## config.mk

```make
export PLATFORM = sky130hd
export DESIGN_NAME = free_list
export DESIGN_NICKNAME = d
export VERILOG_FILES = /design/src/rtl/free_list_pkg.sv /design/src/rtl/free_list.sv
export SDC_FILE = /design/constraint.sdc
export NUM_CORES = 2
export LEC_CHECK = 0
export ABC_AREA = 1
export CORE_ASPECT_RATIO = 0.9
export CORE_MARGIN = 5
export CORE_UTILIZATION = 40
export CTS_BUF_LIST = sky130_fd_sc_hd__clkbuf_16
export DETAILED_ROUTE_END_ITERATION = 10
export SETUP_SLACK_MARGIN = 0.3
export SYNTH_ARGS = -nofsm -noshare
export SYNTH_HDL_FRONTEND = slang
export SYNTH_SLANG_ARGS = --single-unit
```

## constraint.sdc

```tcl
create_clock -name clk -period 4.6 [get_ports clk]
set_input_delay 0.92 -clock clk [delete_from_list [all_inputs] [get_ports clk]]
set_output_delay 0.92 -clock clk [all_outputs]
set_load 0.005 [all_outputs]
```

## src/rtl/free_list_pkg.sv

```systemverilog
// Shared rename-stage sizing and index types, used by the free list, map table and ROB.
package free_list_pkg;
  localparam int PKG_AREG_WIDTH = 5;
  localparam int PKG_PREG_WIDTH = 7;
  localparam int PKG_ROB_WIDTH  = 4;

  localparam int NUM_AREGS = 1 << PKG_AREG_WIDTH;
  localparam int NUM_PREGS = 1 << PKG_PREG_WIDTH;
  localparam int NUM_CKPTS = 1 << PKG_ROB_WIDTH;

  typedef logic [PKG_PREG_WIDTH-1:0] preg_t;
  typedef logic [PKG_PREG_WIDTH:0]   ptr_t;
  typedef logic [PKG_ROB_WIDTH-1:0]  rob_tag_t;
endpackage

```

## src/rtl/free_list.sv

```systemverilog
// Circular-buffer physical register free list with per-branch head checkpoints
// for single-cycle mispredict recovery.
module free_list
  import free_list_pkg::*;
#(
  parameter int AREG_WIDTH = PKG_AREG_WIDTH,
  parameter int PREG_WIDTH = PKG_PREG_WIDTH,
  parameter int ROB_WIDTH  = PKG_ROB_WIDTH
) (
  input  logic                  clk,
  input  logic                  reset,
  input  logic                  alloc_req,
  output logic                  alloc_valid,
  output logic [PREG_WIDTH-1:0] alloc_preg,
  input  logic                  free_valid,
  input  logic [PREG_WIDTH-1:0] free_preg,
  input  logic                  is_branch_dispatch,
  input  logic [ROB_WIDTH-1:0]  dispatch_tag,
  input  logic                  branch_mispredict,
  input  logic [ROB_WIDTH-1:0]  recovery_tag,
  output logic [PREG_WIDTH:0]   free_count,
  output logic                  overflow_err
);
  localparam int NP = 1 << PREG_WIDTH;
  localparam int NA = 1 << AREG_WIDTH;
  localparam int NC = 1 << ROB_WIDTH;

  logic [PREG_WIDTH-1:0] r_buf  [NP];
  logic [PREG_WIDTH:0]   r_ckpt [NC];
  logic [PREG_WIDTH:0]   r_head, r_tail;
  logic                  r_ovf;

  logic                  w_empty, w_full, w_alloc, w_free, w_free_drop;
  logic [PREG_WIDTH:0]   w_head_post;

  // Pointers carry a wrap bit so full and empty are distinguishable.
  always_comb begin
    w_empty     = (r_head == r_tail);
    w_full      = (r_head[PREG_WIDTH-1:0] == r_tail[PREG_WIDTH-1:0]) &&
                  (r_head[PREG_WIDTH] != r_tail[PREG_WIDTH]);
    w_alloc     = alloc_req && !w_empty && !branch_mispredict;
    w_free      = free_valid && (free_preg != '0) && !w_full;
    w_free_drop = free_valid && (free_preg != '0) && w_full;
    w_head_post = r_head + {{PREG_WIDTH{1'b0}}, w_alloc};
  end

  assign alloc_valid  = !w_empty;
  assign alloc_preg   = r_buf[r_head[PREG_WIDTH-1:0]];
  assign free_count   = r_tail - r_head;
  assign overflow_err = r_ovf;

  always_ff @(posedge clk) begin
    if (reset) begin
      for (int i = 0; i < NP; i++)
        r_buf[i] <= (i < NP - NA) ? PREG_WIDTH'(i + NA) : '0;
      for (int i = 0; i < NC; i++)
        r_ckpt[i] <= '0;
      r_head <= '0;
      r_tail <= (PREG_WIDTH+1)'(NP - NA);
      r_ovf  <= 1'b0;
    end else begin
      if (w_free) begin
        r_buf[r_tail[PREG_WIDTH-1:0]] <= free_preg;
        r_tail <= r_tail + 1'b1;
      end
      if (w_free_drop)
        r_ovf <= 1'b1;
      // Tail is never rolled back: commits are older than any in-flight branch.
      if (branch_mispredict) begin
        r_head <= r_ckpt[recovery_tag];
      end else begin
        r_head <= w_head_post;
        if (is_branch_dispatch)
          r_ckpt[dispatch_tag] <= w_head_post;
      end
    end
  end
endmodule

```

## Word-level counts from Yosys, hierarchy flattened

Memory sizes are Yosys's and may differ from the RTL's. A register that Yosys moved wholly into a read port is not among the register bits.
Index checks and enable logic that the tools add are counted.

| cells by class | value |
|---|---|
| reduce and logical (&&, ||, !) cells | 12 |
| add/sub/neg operators | 3 |
| equal/unequal tests | 3 |
| multiplexer cells | 17 |

Operator list:

| cell | number |
|---|---|
| $mux W7 | 3 |
| $mux W8 | 2 |
| $mux W1 | 11 |
| $add A8 B1 Y8 | 1 |
| $add A8 B1 Y8 const B | 1 |
| $eq A8 B8 Y1 | 1 |
| $reduce_or A8 Y1 | 1 |
| $sub A8 B8 Y8 | 1 |
| $eq A7 B7 Y1 | 1 |
| $reduce_bool A7 Y1 | 1 |
| $reduce_or A7 Y1 | 1 |
| $logic_and A1 B1 Y1 | 6 |
| $mux W4 | 1 |
| $logic_not A1 Y1 | 3 |
| $ne A1 B1 Y1 | 1 |

| word-level totals | value |
|---|---|
| word-level logic and storage cells | 40 |
| bits in registers | 17 |
| memories | 2 |
| input bits | 21 |
| bits in writable memories | 1024 |

Memories:

| name | words | width | read ports | clocked after Yosys merged registers in | wr ports | RTL line | text |
|---|---|---|---|---|---|---|---|
| r_buf | 128 | 7 | 1 | 1 | 128 | free_list.sv:28 | `logic [PREG_WIDTH-1:0] r_buf [NP];` |
| r_ckpt | 16 | 8 | 1 | 0 | 16 | free_list.sv:29 | `logic [PREG_WIDTH:0] r_ckpt [NC];` |

## Logic depth before layout (Yosys ltp)

| logic depth | value |
|---|---|
| depth in word-level cells | 9 |
| mapped depth | 17 |
| mapped depth without buffers | 15 |

## Worst setup path after synthesis

No wires, ideal clock.

| timing | value |
|---|---|
| path type | flip-flop to flip-flop |
| start | reg r_head[3] |
| end | mem r_buf[11][0] (netlist bit) (enable) |
| data arrival time | 2.837 ns |
| setup time | 0.381 ns |
| slack | 1.382 ns |
| data required time | 4.219 ns |
| cell stages (with the launch flop) | 15 |
| cells stage by stage | dfxtp_1 > inv_1 > clkbuf_1 > clkbuf_1 > ha_1 > nand2_1 > nor2_1 > nand4_1 > nand2_4 > nor2_1 > inv_2 > nor2_2 > inv_1 > buf_4 > o21ai_0 |

RTL lines:

| what | RTL line | text |
|---|---|---|
| from (decl) | free_list.sv:30 | `logic [PREG_WIDTH:0] r_head, r_tail;` |
| from (signal assigned) | free_list.sv:70 | `r_head <= r_ckpt[recovery_tag];` |
| from (signal assigned) | free_list.sv:72 | `r_head <= w_head_post;` |
| to (decl) | free_list.sv:28 |  |

==> run summary <==
The run finished with clean final reports. Detailed routing inserted a total of 38,770 vias. The synthesized area per cell was 8.849 µm². Counting flops and latches in the post-synthesis netlist gives 1,041. The category of the critical setup timing path is flip-flop to output port.

TritonCTS built the clock tree. Summed over all layers, the global routing overflow is 0. The maximum level of the CTS H-tree was 3; the leakage component of the power was 22.79 nW.

The cell that appears most often on the critical path is nand2_1. The cell area that synthesis handed to floorplanning was 49,890 µm². The congestion estimate from routability-driven global placement came to 0.8595. TritonCTS created 109 clock buffers. The run gives 0 as the number of nets with antenna violations after routing.

For this run, the leading register cell type out of synthesis is edfxtp_1. The worst setup path is captured at an output port. The logic depth of the worst register-to-register path is 11, and the post-synthesis instance total is 5,638. The number of synthesized flops with an enable pin is 1,024. Portion of the post-synthesis area used by sequential elements: 0.6232. The largest clock skew in the final design is 0.02252 ns, and the number of top-level design ports is 38. The final layout contains 5,642 nets. The final critical path time including I/O delays and setup is 4.217 ns, and the die area is 131,900 µm². The number of max-cap violations is 0. The start point of the worst min-delay path is r_tail[7]. The proportion of layout cells with a drive suffix above 1 came out at 0.08560. The tools report the number of max-slew violations in the final report as 0. Ranked by total cell area, the synthesized netlist is headed by edfxtp_1 (62%), nand2_1 (13%), nor2_1 (8.9%).

The number of global-route vias before repair came out at 36,710. The path with the worst hold slack has its endpoint at r_tail[7]. After detailed routing, the number of remaining DRC violations is 0. The clock latency at the later pin of the worst-skew pair is 0.72 ns, and the slew of the pin with the lowest slew margin is 1.187 ns.

The die extent in x was 382.3 µm; the fraction of synthesized cell area taken by the top area cell type was 0.6164. The tightest min-delay check is of the flip-flop to flip-flop type. The floorplan row count is 123, and the highest fanout seen on the critical path is 34. The critical path required time came out at 3.68 ns. The library cells used most frequently in the layout, excluding fill and tap cells, are nand2_1 (1,723), nor2_1 (1,135), edfxtp_1 (1,024). IR analysis of the VDD net gives a maximum drop of 0.0002560 V. The critical path goes through buf_12, clkinv_16, buf_4, buf_12, nand2_1, nand3_1, nand3_1, nand2_1, nor2_1, nand2_1, nand2_1, nor2_4, nor2_2, nor2_2, clkdlybuf4s50_1. Buffers inserted to repair hold after CTS numbered 0.

The total iterations of the first detailed-routing run is 6, and the async set-or-reset flop fraction in the synthesized netlist is 0. The logs give 3.30 ns for the arrival time at the worst endpoint and 87,900 µm for the estimated wirelength of the detail-placed design. In this design, the stage delay of the slowest critical-path cell is 0.46 ns. The most common cell after layout, fill and taps aside is nand2_1. After clock tree synthesis, the clock-pin slew on the worst setup and hold paths is 0.06 ns. The tools report the root cell of the clock tree as clkbuf_16. The first routing iteration left 5,085 violations. Setup repair after global routing could not meet its margin everywhere.

Timing would allow up to 237.1 MHz. Synthesis produced a netlist with a net count of 5,670. The number of port buffers was 37. The tools report the starting density of the core as 0.4007. The worst register-to-register path begins at r_head[6]. The finished cells cover 57,040 µm². Using the TritonRoute via totals, the vias-per-cell ratio works out to 5.291. Entering global routing, the biggest net connects 129 pins.

The number of endpoints failing setup at the final stage was 0; the number of clock sinks was 1,041. Once placement finished, the instance area stood at 52,090 µm². In the final routed layout, each cell accounts on average for 20.80 µm.

No sink is reached through more buffers than the 3 on the longest clock path. Measured along the y axis, the die boundary spans 345.0 µm. The logs give 0 for the hold violation total from the final report and 0 ns for the summed negative setup slack over all endpoints. Among all stages on the critical path, the largest delay is contributed by clkdlybuf4s50_1.

The normalized max-slew margin came out at 0.2077. The worst register-to-register path has a setup slack of 0.76 ns. The synthesized design spends more area on one cell type than any other, namely edfxtp_1. The number of antenna violations at the first check in global routing is 1.

Kind of start point of the critical path: a flip-flop. Terminus of the critical flop-to-flop path: r_buf[14][4]. After detailed routing, the total wire length is 152,400 µm. The core region is 124,500 µm². Counting instances, the worst hold path has a depth of 2.

Yosys printed 0 warnings. For the first-pass GRT wire length, the log shows 226,600 µm. The total power per unit cell area was 390.4 nW/µm².

The tools report the number of distinct library cells after synthesis as 36. The total track usage was 0.2229; the part of the cycle the worst path needs was 0.9168. Counting the fill cells in the layout gives 11,770.

From synthesis to final layout, the design area changed by 14.34%.
[per-layer routing]
layer,GRT usage,vias up,wire length [µm]
li1,-,18090,-
met3,0.03977,234,16020
met4,0.06030,0,4146
met1,0.3319,18430,65010
met5,0,-,0
met2,0.3366,2016,67200
[worst max path at each step]
stage                       startpoint  cells past startpoint       endpoint
final                        r_head[0]                     15  alloc_preg[1]
after global routing         r_head[0]                     14  alloc_preg[1]
after CTS                    r_head[1]                     13  alloc_preg[2]
after detailed placement  free_preg[1]                     11   r_buf[14][2]
after global placement    free_preg[1]                     11    r_buf[8][1]
after floorplan              r_head[3]                     14   r_buf[11][0]
[kinds of logic (layout without fill, tap and decap cells)]
| logic type | count (synthesis) | in the layout | share of synthesized area |
|---|---|---|---|
| adders and majority gates | 11 | 11 | 0.002909 |
| and+or+nand+nor | 3385 | 3385 | 0.2695 |
| buffers and inverters | 875 | 938 | 0.06847 |
| other | 0 | 1 | 0 |
| DFF | 1041 | 1041 | 0.6232 |
| AOI/OAI and AO/OA | 313 | 313 | 0.03366 |
| xor gates and xnor gates | 13 | 13 | 0.002282 |
[Yosys cell counts (6+ instances only)]
cell type and number:
xor2_1 11, dfxtp_1 17, clkinv_1 8, inv_1 470, nor2_2 21, nand2_1 1725, nor2_1 1180, nand4_1 9
buf_1 34, a21oi_1 27, buf_2 67, buf_4 8, clkbuf_1 227, o211ai_1 14, ha_1 10, nand3_1 407
nor3_1 25, o221ai_1 18, o21ai_0 249, nand2_2 6, inv_2 58, edfxtp_1 1024
[what timing repair did]
item | in CTS | in global routing
pin swaps | 8 | 12
setup buffers | 22 | 14
endpoints found under the setup margin | 12 | 10
gates cloned | 13 | 9
resized for setup | 98 | 53
[final cells by class]
class	count	area, µm²	share of cell area
antenna	1	2.502	0.00004387
clock inverter	91	735.7	0.01290
sequential	1041	31100	0.5453
tap	1625	2033	0.03565
inverter	537	2121	0.03718
timing repair inverter	4	40.04	0.0007019
clock buffer	111	2778	0.04870
multi-input combinational	3722	15680	0.2750
timing repair buffer	195	2545	0.04462
[critical path: cells and delay by family (launching register included)]
family	cells	cell delay (ns)
buf+inv	5	1.09
simple gates	10	1.05
flops	1	0.41
[registers in the layout (all words and copies together) (netlist names)]
signal,flops
overflow_err,1
r_buf,896
r_ckpt,128
r_head,8
r_tail,8
[per-stage QoR]
stage / power, mW / instances / setup slack, ns / hold slack (ns) / util
6_report: 22.27 / 7327 / 0.3829 / 0.5222 / 0.4581
4_1_cts: 22.20 / 7303 / 0.2858 / 0.5158 / 0.4540
2_1_floorplan: 12.30 / 5638 / 1.382 / 0.4604 / -
3_3_place_gp: 13.26 / 7066 / 0.1662 / 0.4956 / 0.4184
3_5_place_dp: 13.28 / 7066 / 0.1233 / 0.5036 / 0.4184
5_1_grt: 23.00 / 7326 / 0.2448 / 0.5348 / 0.4581
[power breakdown]
group          switching [mW]  internal (mW)  leakage (nW)
Combinational            1.98          0.817          11.6
Sequential             0.0748           10.6          9.41
Clock                    3.77           5.02          1.81
Total                    5.83           16.4          22.8
Power figures use the tool's default switching activity.
